<file path="src/rtl/wave_pkg.sv">
// Shared constants, key bit indices and arbiter state type for the waveform ROM scheduler.
package wave_pkg;

  localparam int ADDR_W    = 11;
  localparam int DATA_W    = 8;
  localparam int TABLE_LEN = 2000;
  localparam int ROM_LAT   = 2;
  localparam int STEP_RST  = 2;
  localparam int STEP_MAX  = 64;

  localparam int KEY_STEP_UP = 0;
  localparam int KEY_STEP_DN = 1;
  localparam int KEY_RUN     = 2;
  localparam int KEY_RESTART = 3;

  typedef enum logic [1:0] {
    ST_IDLE,
    ST_DAC_RD,
    ST_DISP_RD
  } arb_state_e;

  // Widened by one bit so phase+step can never wrap before the table-length compare.
  function automatic logic [ADDR_W-1:0] next_phase(input logic [ADDR_W-1:0] phase,
                                                   input logic [7:0]        step);
    logic [ADDR_W:0] limit;
    logic [ADDR_W:0] sum;
    limit = (ADDR_W+1)'(TABLE_LEN) - (ADDR_W+1)'(step);
    sum   = {1'b0, phase} + (ADDR_W+1)'(step);
    if ({1'b0, phase} >= limit) begin
      return '0;
    end
    return sum[ADDR_W-1:0];
  endfunction

endpackage

</file>
<file path="src/rtl/wave_rom_scheduler_key_edge_cfg.sv">
// Key rising-edge detection plus the step-size and run/pause configuration registers.
module key_edge_cfg
  import wave_pkg::*;
(
  input  logic       clk,
  input  logic       rst_n,
  input  logic [9:0] key_state,
  output logic [7:0] step_out,
  output logic       running,
  output logic       restart
);

  logic [3:0] key_prev_q, key_prev_d;
  logic [3:0] rise;
  logic [7:0] step_q, step_d;
  logic       running_q, running_d;
  logic       unused_keys;

  assign unused_keys = ^key_state[9:4];

  // Opposing step keys on the same edge cancel out.
  always_comb begin
    key_prev_d = key_state[3:0];
    rise       = key_state[3:0] & ~key_prev_q;
    step_d     = step_q;
    running_d  = running_q ^ rise[KEY_RUN];
    if (rise[KEY_STEP_UP] && !rise[KEY_STEP_DN] && (step_q < 8'(STEP_MAX))) begin
      step_d = step_q + 8'd1;
    end else if (rise[KEY_STEP_DN] && !rise[KEY_STEP_UP] && (step_q > 8'd1)) begin
      step_d = step_q - 8'd1;
    end
  end

  always_ff @(posedge clk or negedge rst_n) begin
    if (!rst_n) begin
      key_prev_q <= '0;
      step_q     <= 8'(STEP_RST);
      running_q  <= 1'b1;
    end else begin
      key_prev_q <= key_prev_d;
      step_q     <= step_d;
      running_q  <= running_d;
    end
  end

  assign step_out = step_q;
  assign running  = running_q;
  assign restart  = rise[KEY_RESTART];

endmodule

</file>
<file path="src/rtl/wave_rom_scheduler.sv">
// Shares the single-port waveform ROM between DAC playback (high priority) and the display sampler.
// Holds the playback phase pointer; key configuration is delegated to key_edge_cfg.
module wave_rom_scheduler
  import wave_pkg::*;
(
  input  logic              clk,
  input  logic              rst_n,
  input  logic [9:0]        key_state,
  input  logic              dac_tick,
  input  logic              disp_req,
  input  logic [DATA_W-1:0] rom_q,
  output logic [ADDR_W-1:0] rom_addr,
  output logic [DATA_W-1:0] dac_value,
  output logic              dac_valid,
  output logic [DATA_W-1:0] disp_data,
  output logic              disp_ack,
  output logic [7:0]        step_out,
  output logic              running,
  output logic              dac_overrun
);

  arb_state_e        state_q, state_d;
  logic [1:0]        wait_cnt_q, wait_cnt_d;
  logic [ADDR_W-1:0] phase_q, phase_d;
  logic [ADDR_W-1:0] rom_addr_q, rom_addr_d;
  logic [ADDR_W-1:0] last_addr_q, last_addr_d;
  logic              pend_dac_q, pend_dac_d;
  logic              overrun_q, overrun_d;
  logic [DATA_W-1:0] dac_value_q, dac_value_d;
  logic              dac_valid_q, dac_valid_d;
  logic [DATA_W-1:0] disp_data_q, disp_data_d;
  logic              disp_ack_q, disp_ack_d;

  logic [7:0] step;
  logic       restart;
  logic       tick_acc;
  logic       dac_grant;

  key_edge_cfg u_key_cfg (
    .clk       (clk),
    .rst_n     (rst_n),
    .key_state (key_state),
    .step_out  (step),
    .running   (running),
    .restart   (restart)
  );

  // A fresh tick is granted straight from IDLE, so pend_dac only holds ticks that had to wait.
  always_comb begin
    state_d     = state_q;
    wait_cnt_d  = wait_cnt_q;
    phase_d     = phase_q;
    rom_addr_d  = rom_addr_q;
    last_addr_d = last_addr_q;
    pend_dac_d  = pend_dac_q;
    overrun_d   = overrun_q;
    dac_value_d = dac_value_q;
    dac_valid_d = 1'b0;
    disp_data_d = disp_data_q;
    disp_ack_d  = 1'b0;

    tick_acc  = dac_tick & running;
    dac_grant = (state_q == ST_IDLE) && (pend_dac_q || tick_acc);

    case (state_q)
      ST_IDLE: begin
        if (dac_grant) begin
          state_d     = ST_DAC_RD;
          rom_addr_d  = phase_q;
          last_addr_d = phase_q;
          phase_d     = next_phase(phase_q, step);
          wait_cnt_d  = '0;
        end else if (disp_req) begin
          state_d    = ST_DISP_RD;
          rom_addr_d = last_addr_q;
          wait_cnt_d = '0;
        end
      end
      ST_DAC_RD, ST_DISP_RD: begin
        wait_cnt_d = wait_cnt_q + 2'd1;
        if (wait_cnt_q == 2'(ROM_LAT - 1)) begin
          state_d = ST_IDLE;
          if (state_q == ST_DAC_RD) begin
            dac_value_d = rom_q;
            dac_valid_d = 1'b1;
          end else begin
            disp_data_d = rom_q;
            disp_ack_d  = 1'b1;
          end
        end
      end
      default: state_d = ST_IDLE;
    endcase

    if (dac_grant) begin
      pend_dac_d = pend_dac_q & tick_acc;
    end else if (tick_acc) begin
      overrun_d  = overrun_q | pend_dac_q;
      pend_dac_d = 1'b1;
    end

    // Phase restart wins over any advance or pending tick in the same cycle.
    if (restart) begin
      phase_d    = '0;
      pend_dac_d = 1'b0;
      overrun_d  = 1'b0;
    end
  end

  always_ff @(posedge clk or negedge rst_n) begin
    if (!rst_n) begin
      state_q     <= ST_IDLE;
      wait_cnt_q  <= '0;
      phase_q     <= '0;
      rom_addr_q  <= '0;
      last_addr_q <= '0;
      pend_dac_q  <= 1'b0;
      overrun_q   <= 1'b0;
      dac_value_q <= '0;
      dac_valid_q <= 1'b0;
      disp_data_q <= '0;
      disp_ack_q  <= 1'b0;
    end else begin
      state_q     <= state_d;
      wait_cnt_q  <= wait_cnt_d;
      phase_q     <= phase_d;
      rom_addr_q  <= rom_addr_d;
      last_addr_q <= last_addr_d;
      pend_dac_q  <= pend_dac_d;
      overrun_q   <= overrun_d;
      dac_value_q <= dac_value_d;
      dac_valid_q <= dac_valid_d;
      disp_data_q <= disp_data_d;
      disp_ack_q  <= disp_ack_d;
    end
  end

  assign rom_addr    = rom_addr_q;
  assign dac_value   = dac_value_q;
  assign dac_valid   = dac_valid_q;
  assign disp_data   = disp_data_q;
  assign disp_ack    = disp_ack_q;
  assign step_out    = step;
  assign dac_overrun = overrun_q;

endmodule
</file>
<file path="config.mk">
export PLATFORM = sky130hd
export DESIGN_NAME = wave_rom_scheduler
export DESIGN_NICKNAME = d
export VERILOG_FILES = /design/src/rtl/wave_pkg.sv /design/src/rtl/wave_rom_scheduler_key_edge_cfg.sv /design/src/rtl/wave_rom_scheduler.sv
export SDC_FILE = /design/constraint.sdc
export NUM_CORES = 1
export LEC_CHECK = 0
export ABC_CLOCK_PERIOD_IN_PS = 3000
export BUFFER_PORTS_ARGS = -buffer_cell sky130_fd_sc_hd__buf_2
export CAP_MARGIN = 20
export CORE_AREA = 2 2 113 115
export CTS_CLUSTER_DIAMETER = 100
export DETAILED_ROUTE_END_ITERATION = 6
export DIE_AREA = 0 0 115 117
export PLACE_DENSITY = 0.54
export REMOVE_ABC_BUFFERS = 1
export SYNTH_ARGS = -nofsm -noshare
export SYNTH_HDL_FRONTEND = slang
export SYNTH_SLANG_ARGS = --single-unit
</file>
<file path="constraint.sdc">
create_clock -name clk -period 3 [get_ports clk]
set_clock_uncertainty 0.15 [all_clocks]
set_input_delay 0 -clock clk [delete_from_list [all_inputs] [get_ports clk]]
set_output_delay 0 -clock clk [all_outputs]
set_load 0.005 [all_outputs]
</file>
Word-level counts from Yosys, hierarchy flattened
Index checks and enable logic that the tools add are counted.
{"block": "op_classes", "bitwise": 7, "eq_ne": 6, "order_cmp": 3, "n_addsub": 5, "n_reduce_logical": 25, "n_mux": 31}
{"operator": "$mux 11", "n": 7}
{"operator": "$mux 8", "n": 2}
{"operator": "$mux 1", "n": 15}
{"operator": "$ge 11x12->1", "n": 1}
{"operator": "$reduce_and 2->1", "n": 6}
{"operator": "$reduce_bool 2->1", "n": 6}
{"operator": "$sub 11x8->12 const A", "n": 1}
{"operator": "$add 11x8->11", "n": 1}
{"operator": "$mux 2", "n": 5}
{"operator": "$add 8x1->8 const B", "n": 1}
{"operator": "$gt 8x1->1 const B", "n": 1}
{"operator": "$lt 8x7->1 const B", "n": 1}
{"operator": "$pmux 2 s2", "n": 2}
{"operator": "$sub 8x1->8 const B", "n": 1}
{"operator": "$reduce_and 3->1", "n": 2}
{"operator": "$logic_and 1x1->1", "n": 5}
{"operator": "$and 4x4->4", "n": 1}
{"operator": "$eq 2x1->1 const B", "n": 2}
{"operator": "$not 4->4", "n": 1}
{"operator": "$ne 3x3->1 const B", "n": 1}
{"operator": "$reduce_bool 3->1", "n": 1}
{"operator": "$add 2x1->2 const B", "n": 1}
{"operator": "$and 1x1->1", "n": 2}
{"operator": "$eq 2x2->1 const B", "n": 1}
{"operator": "9 further kinds", "n": 10}
{"block": "word_totals", "inputBits": 22, "elab_cells": 91, "register_bits": 70}

Longest topological paths before layout
{"block": "depth", "word_depth": 9, "mapped_depth": 13}

By module
Synthesis repeated with hierarchy kept, for this count alone.
{"block": "hier_totals", "hier_cells": 336, "area_unflattened_um2": 3629.7}
{"mod": "wave_rom_scheduler", "area_each_um2": 2942.8, "seq_area_each_um2": 1426.4, "cells_per_inst": 276, "instances": 1}
{"mod": "key_edge_cfg", "area_each_um2": 686.9, "seq_area_each_um2": 327.8, "cells_per_inst": 60, "instances": 1}

Worst setup path before layout
OpenSTA, ideal clock, no wires.
{"block": "synth_timing", "kind": "reg2reg", "startpoint": "register u_key_cfg.step_q[2], in the netlist u_key_cfg.step_out[2]", "endpoint": "register phase_q[10]", "arrival_ps": 2616, "path_stages_with_launch": 14, "setup_slack_ps": 153, "period_less_slack_ps": 2847, "setup_time_ps": 82, "path_cell_list": "dfrtp_1 buf_2 or4_1 nand2_1 nand2b_1 nand2_1 xnor2_1 ha_1 a21oi_1 o221ai_1 a32oi_1 clkbuf_8 o211ai_1 a31oi_1"}
{"block": "synth_between", "elab_chain_len": 9, "elab_cells_between_ends": 10}
{"element": "start, declared", "line_no": "wave_rom_scheduler_key_edge_cfg.sv:15", "source": "logic [7:0] step_q, step_d;"}
{"element": "start signal, assigned", "line_no": "wave_rom_scheduler_key_edge_cfg.sv:37", "source": "step_q <= 8'(STEP_RST);"}
{"element": "start signal, assigned", "line_no": "wave_rom_scheduler_key_edge_cfg.sv:41", "source": "step_q <= step_d;"}
{"element": "$sub 11x8->12", "line_no": "wave_pkg.sv:27", "source": "limit = (ADDR_W+1)'(TABLE_LEN) - (ADDR_W+1)'(step);"}
{"element": "$ge 11x12->1", "line_no": "wave_pkg.sv:29", "source": "if ({1'b0, phase} >= limit) begin"}
{"element": "$mux 1", "line_no": "wave_pkg.sv:29"}
{"element": "$mux 1", "line_no": "wave_rom_scheduler.sv:67", "source": "if (dac_grant) begin"}
{"element": "$mux 1", "line_no": "wave_rom_scheduler.sv:65", "source": "case (state_q)"}
{"element": "$mux 11 *", "line_no": "wave_pkg.sv:32", "source": "return sum[ADDR_W-1:0];"}
{"element": "$mux 11 *", "line_no": "wave_rom_scheduler.sv:67"}
{"element": "$mux 11 *", "line_no": "wave_rom_scheduler.sv:65"}
{"element": "$mux 11 *", "line_no": "wave_rom_scheduler.sv:103", "source": "if (restart) begin"}
{"element": "end signal, assigned", "line_no": "wave_rom_scheduler.sv:126", "source": "phase_q <= phase_d;"}
{"element": "end, declared", "line_no": "wave_rom_scheduler.sv:24", "source": "logic [ADDR_W-1:0] phase_q, phase_d;"}
Every way passes the cells marked *; elsewhere a longest branch is shown, timed or not. The select of a mux whose other input is x is not followed.
A chain may end at the register's enable or synchronous reset.

Final worst setup path
{"block": "layout_timing", "startpoint": "register u_key_cfg.step_q[1], in the netlist u_key_cfg.step_out[1]", "endpoint": "register phase_q[7]"}
The elaborated chain is that of the path after synthesis.

==> results.yml <==
synth:
  async_flop_share: 1.00
  syn_area_um2: 3620
  synthFlopType: "dfrtp_1"
  ys_seq_elements: 70
  seq_area_frac_synth: 0.485
  ys_warn_count: 0
  ys_types: 49
  syn_inst: 358
  synth_area_per_cell_um2: 10.1
  synth_enable_flop_cells: 0
placed_design:
  io_buffer_count: 54
  gp_congestion: 0.823
  place_area_um2: 4090
  hpwl_um: 5750
  place_inst: 563
  place_ws_ns: 0.153
power:
  p_leak_nw: 2.25
  ir_drop_uv: 261
  p_seq_frac: 0.332
  cellPowerDensity_nw_per_um2: 1090
  power_switching_mw: 1.96
  clkPwrFrac: 0.202
  power.total_mw: 4.97
  comb_power_share: 0.466
  p_sw_frac: 0.395
  intPower_mw: 3.01
cells_and_area:
  fillCellCount: 1239
  final_design_area_no_fill_um2: 4580
  final_cell_count_no_fill: 595
  final_common_cell: "nand2_1"
  diodes: 0
  syn2layout_area_growth_pct: 26.6
  fin_nets: 486
  final_core_util: 0.372
  drive_gt1_frac: 0.272
  layout_common_cells: "nand2_1, dfrtp_1, buf_2, ha_1, mux2_2"
hold_path:
  hp-class: "input port to flip-flop"
route:
  drtIter0Drc: 105
  viasPerCell: 4.81
  num_vias: 2862
  drc: 0
  final_antenna_net_count: 0
  totalWireLength_um: 8220
  wl_per_cell_um: 13.8
  drt_first_pass_iters: 4
floorplanning:
  core-area_um2: 12300
  die_h_um: 117
  fp-row-count: 41
  start_util: 0.294
  die_w_um: 115
  die_area_um2: 13500
  boundaryPins: 61
setup_path:
  required_ns: 3.09
  worst_path_most_repeated_cell: "nand2_1"
  cp_max_fo: 4
  path_cells: "or4_4, nand2_2, nand2b_1, nand2_1, xnor2_1, ha_1, a21oi_2, o221ai_2, a32oi_2, nand2_1, o41ai_2"
  arrival_ns: 2.93
  cp-start-kind: "flip-flop"
  end_kind: "flip-flop"
  crit_type: "flip-flop to flip-flop"
  cpMaxStageDelayCell: "or4_4"
  cpPeakStageDelay_ns: 0.55
sta:
  timing.final.crit_share: 0.948
  min_period_ns: 2.84
  maxSlewHeadroom: 0.415
  slew_viol_final: 0
  max_freq_mhz: 352
  fin_hold_ws_ns: 0.161
  hold_viol: 0
  setup_ws_ns: 0.157
  max_slew.worst_pin.slew_ns: 0.877
  setup_violations: 0
  setup_tns_ns: 0
grt:
  use_met2: 0.215
  grt.overflow.total: 0
  top_usage_layer: "met2"
  grt_max_degree: 71
  grt_pass1_vias: 2933
  met3_usage: 0.0288
  grtUsageMet1: 0.162
  grt_pass1_wl_um: 13800
  grt_usage: 0.132
  grt_antenna_before_repair: 0
clock_tree:
  cts_tree: "done"
  clk_path_buf_depth: 2
  cts.htree.levels: 3
  numCtsBuffers: 9
  clkSlewWorstSetupHoldPaths_ns: 0.05
  cts_root_buf: "clkbuf_16"
  insertion_delay_ns: 0.34
  clkSinkCount: 70
run_status:
  outcome: "finished clean"
flow_run:
  maxCapViolCount: 0
==> power groups by stage <==
stage	clock network [mW]	registers, mW	logic, mW
finish	1.00	1.65	2.32
global route	1.08	1.72	2.63
CTS	1.04	1.65	2.27
detailed placement	0	1.67	2.24
global placement	0	1.65	2.18
floorplan	0	1.68	1.43
==> synth_stat cells (all sizes together) (2+ instances only) <==
library cell,count,area share
a21o,8,0.017
a21oi,20,0.028
a22oi,2,0.0041
a31oi,6,0.010
buf,7,0.0097
clkbuf,4,0.010
dfrtp,68,0.47
dfstp,2,0.015
ha,23,0.080
inv,11,0.011
mux2,20,0.062
mux2i,2,0.0055
nand2,84,0.087
nand2b,8,0.014
nand3,13,0.018
nand3b,3,0.0062
nand4,5,0.0086
nor2,10,0.010
nor2b,2,0.0035
nor3,4,0.0055
nor4,4,0.011
o211ai,2,0.0041
o21ai,12,0.017
o41ai,2,0.0069
or3,4,0.0073
or4,2,0.0041
xnor2,7,0.017
xor2,8,0.019
==> flip-flops by register name, summed over array words and instances (netlist names) <==
register	count
dac_value	8
u_key_cfg.key_prev_q	4
disp_ack	1
phase_q	11
pend_dac_q	1
state_q	2
wait_cnt_q	2
disp_data	8
u_key_cfg.step_out	8
dac_overrun	1
u_key_cfg.running	1
rom_addr	11
dac_valid	1
last_addr_q	11
==> per-layer routing <==
metal  wire length (um)  vias up
li1                   -     1411
met1               3750     1398
met2               3990       39
met3                262       14
met4                212        0
met5                  0        -
==> final cells by class <==
type,count,area [um^2],share of cell area
multi-input cells,265,1790,0.390
clock inverters,5,33.8,0.00738
clock buffers,11,253,0.0552
well taps,150,188,0.0410
flip-flops and latches,70,1750,0.383
inverters,12,45.0,0.00983
repair buffers,82,522,0.114
==> kinds of logic (layout without fill, tap and decap cells) <==
kind of cell             after synthesis  in the layout  synth area share
XOR/XNOR                              15             15            0.0363
flip-flops                            70             70             0.485
AND/OR/NAND/NOR                      144            144             0.186
multiplexers                          22             22            0.0678
adder cells (fa/ha/maj)               24             24            0.0851
buffers and inverters                 23            110            0.0322
AO/OA/AOI/OAI                         60             60             0.108
==> path summary, 6_finish.rpt <==
kind	from	to	slack (ns)	cells past startpoint
worst max-delay path	u_key_cfg.step_out[1]$_DFFE_PN1P_	phase_q[7]$_DFFE_PN0P_	0.16	11
worst min-delay path	key_state[1]	u_key_cfg.key_prev_q[1]$_DFF_PN0_	0.16	2
worst max register to register	u_key_cfg.step_out[1]$_DFFE_PN1P_	phase_q[7]$_DFFE_PN0P_	0.16	11
worst min register to register	disp_data[5]$_DFFE_PN0P_	disp_data[5]$_DFFE_PN0P_	0.32	2
max in group asynchronous	rst_n	last_addr_q[1]$_DFFE_PN0P_	1.88	3
min in group asynchronous	rst_n	rom_addr[9]$_DFFE_PN0P_	0.23	3
==> critical path: cells and delay by family (launching register included) <==
family	cells	cell delay (ns)
simple gates	5	0.91
xor+xnor	1	0.08
flops	1	0.38
fa+ha+maj	1	0.35
compound gates	4	0.86
==> timing repair <==
item                                   4_1_cts  5_1_grt
endpoints found under the hold margin       94        0
setup buffers                                0        0
setup endpoints to repair                    0       11
gates resized for setup                      0       13
hold buffers                                15        0
Note: power is estimated with default switching activity, not from simulation.
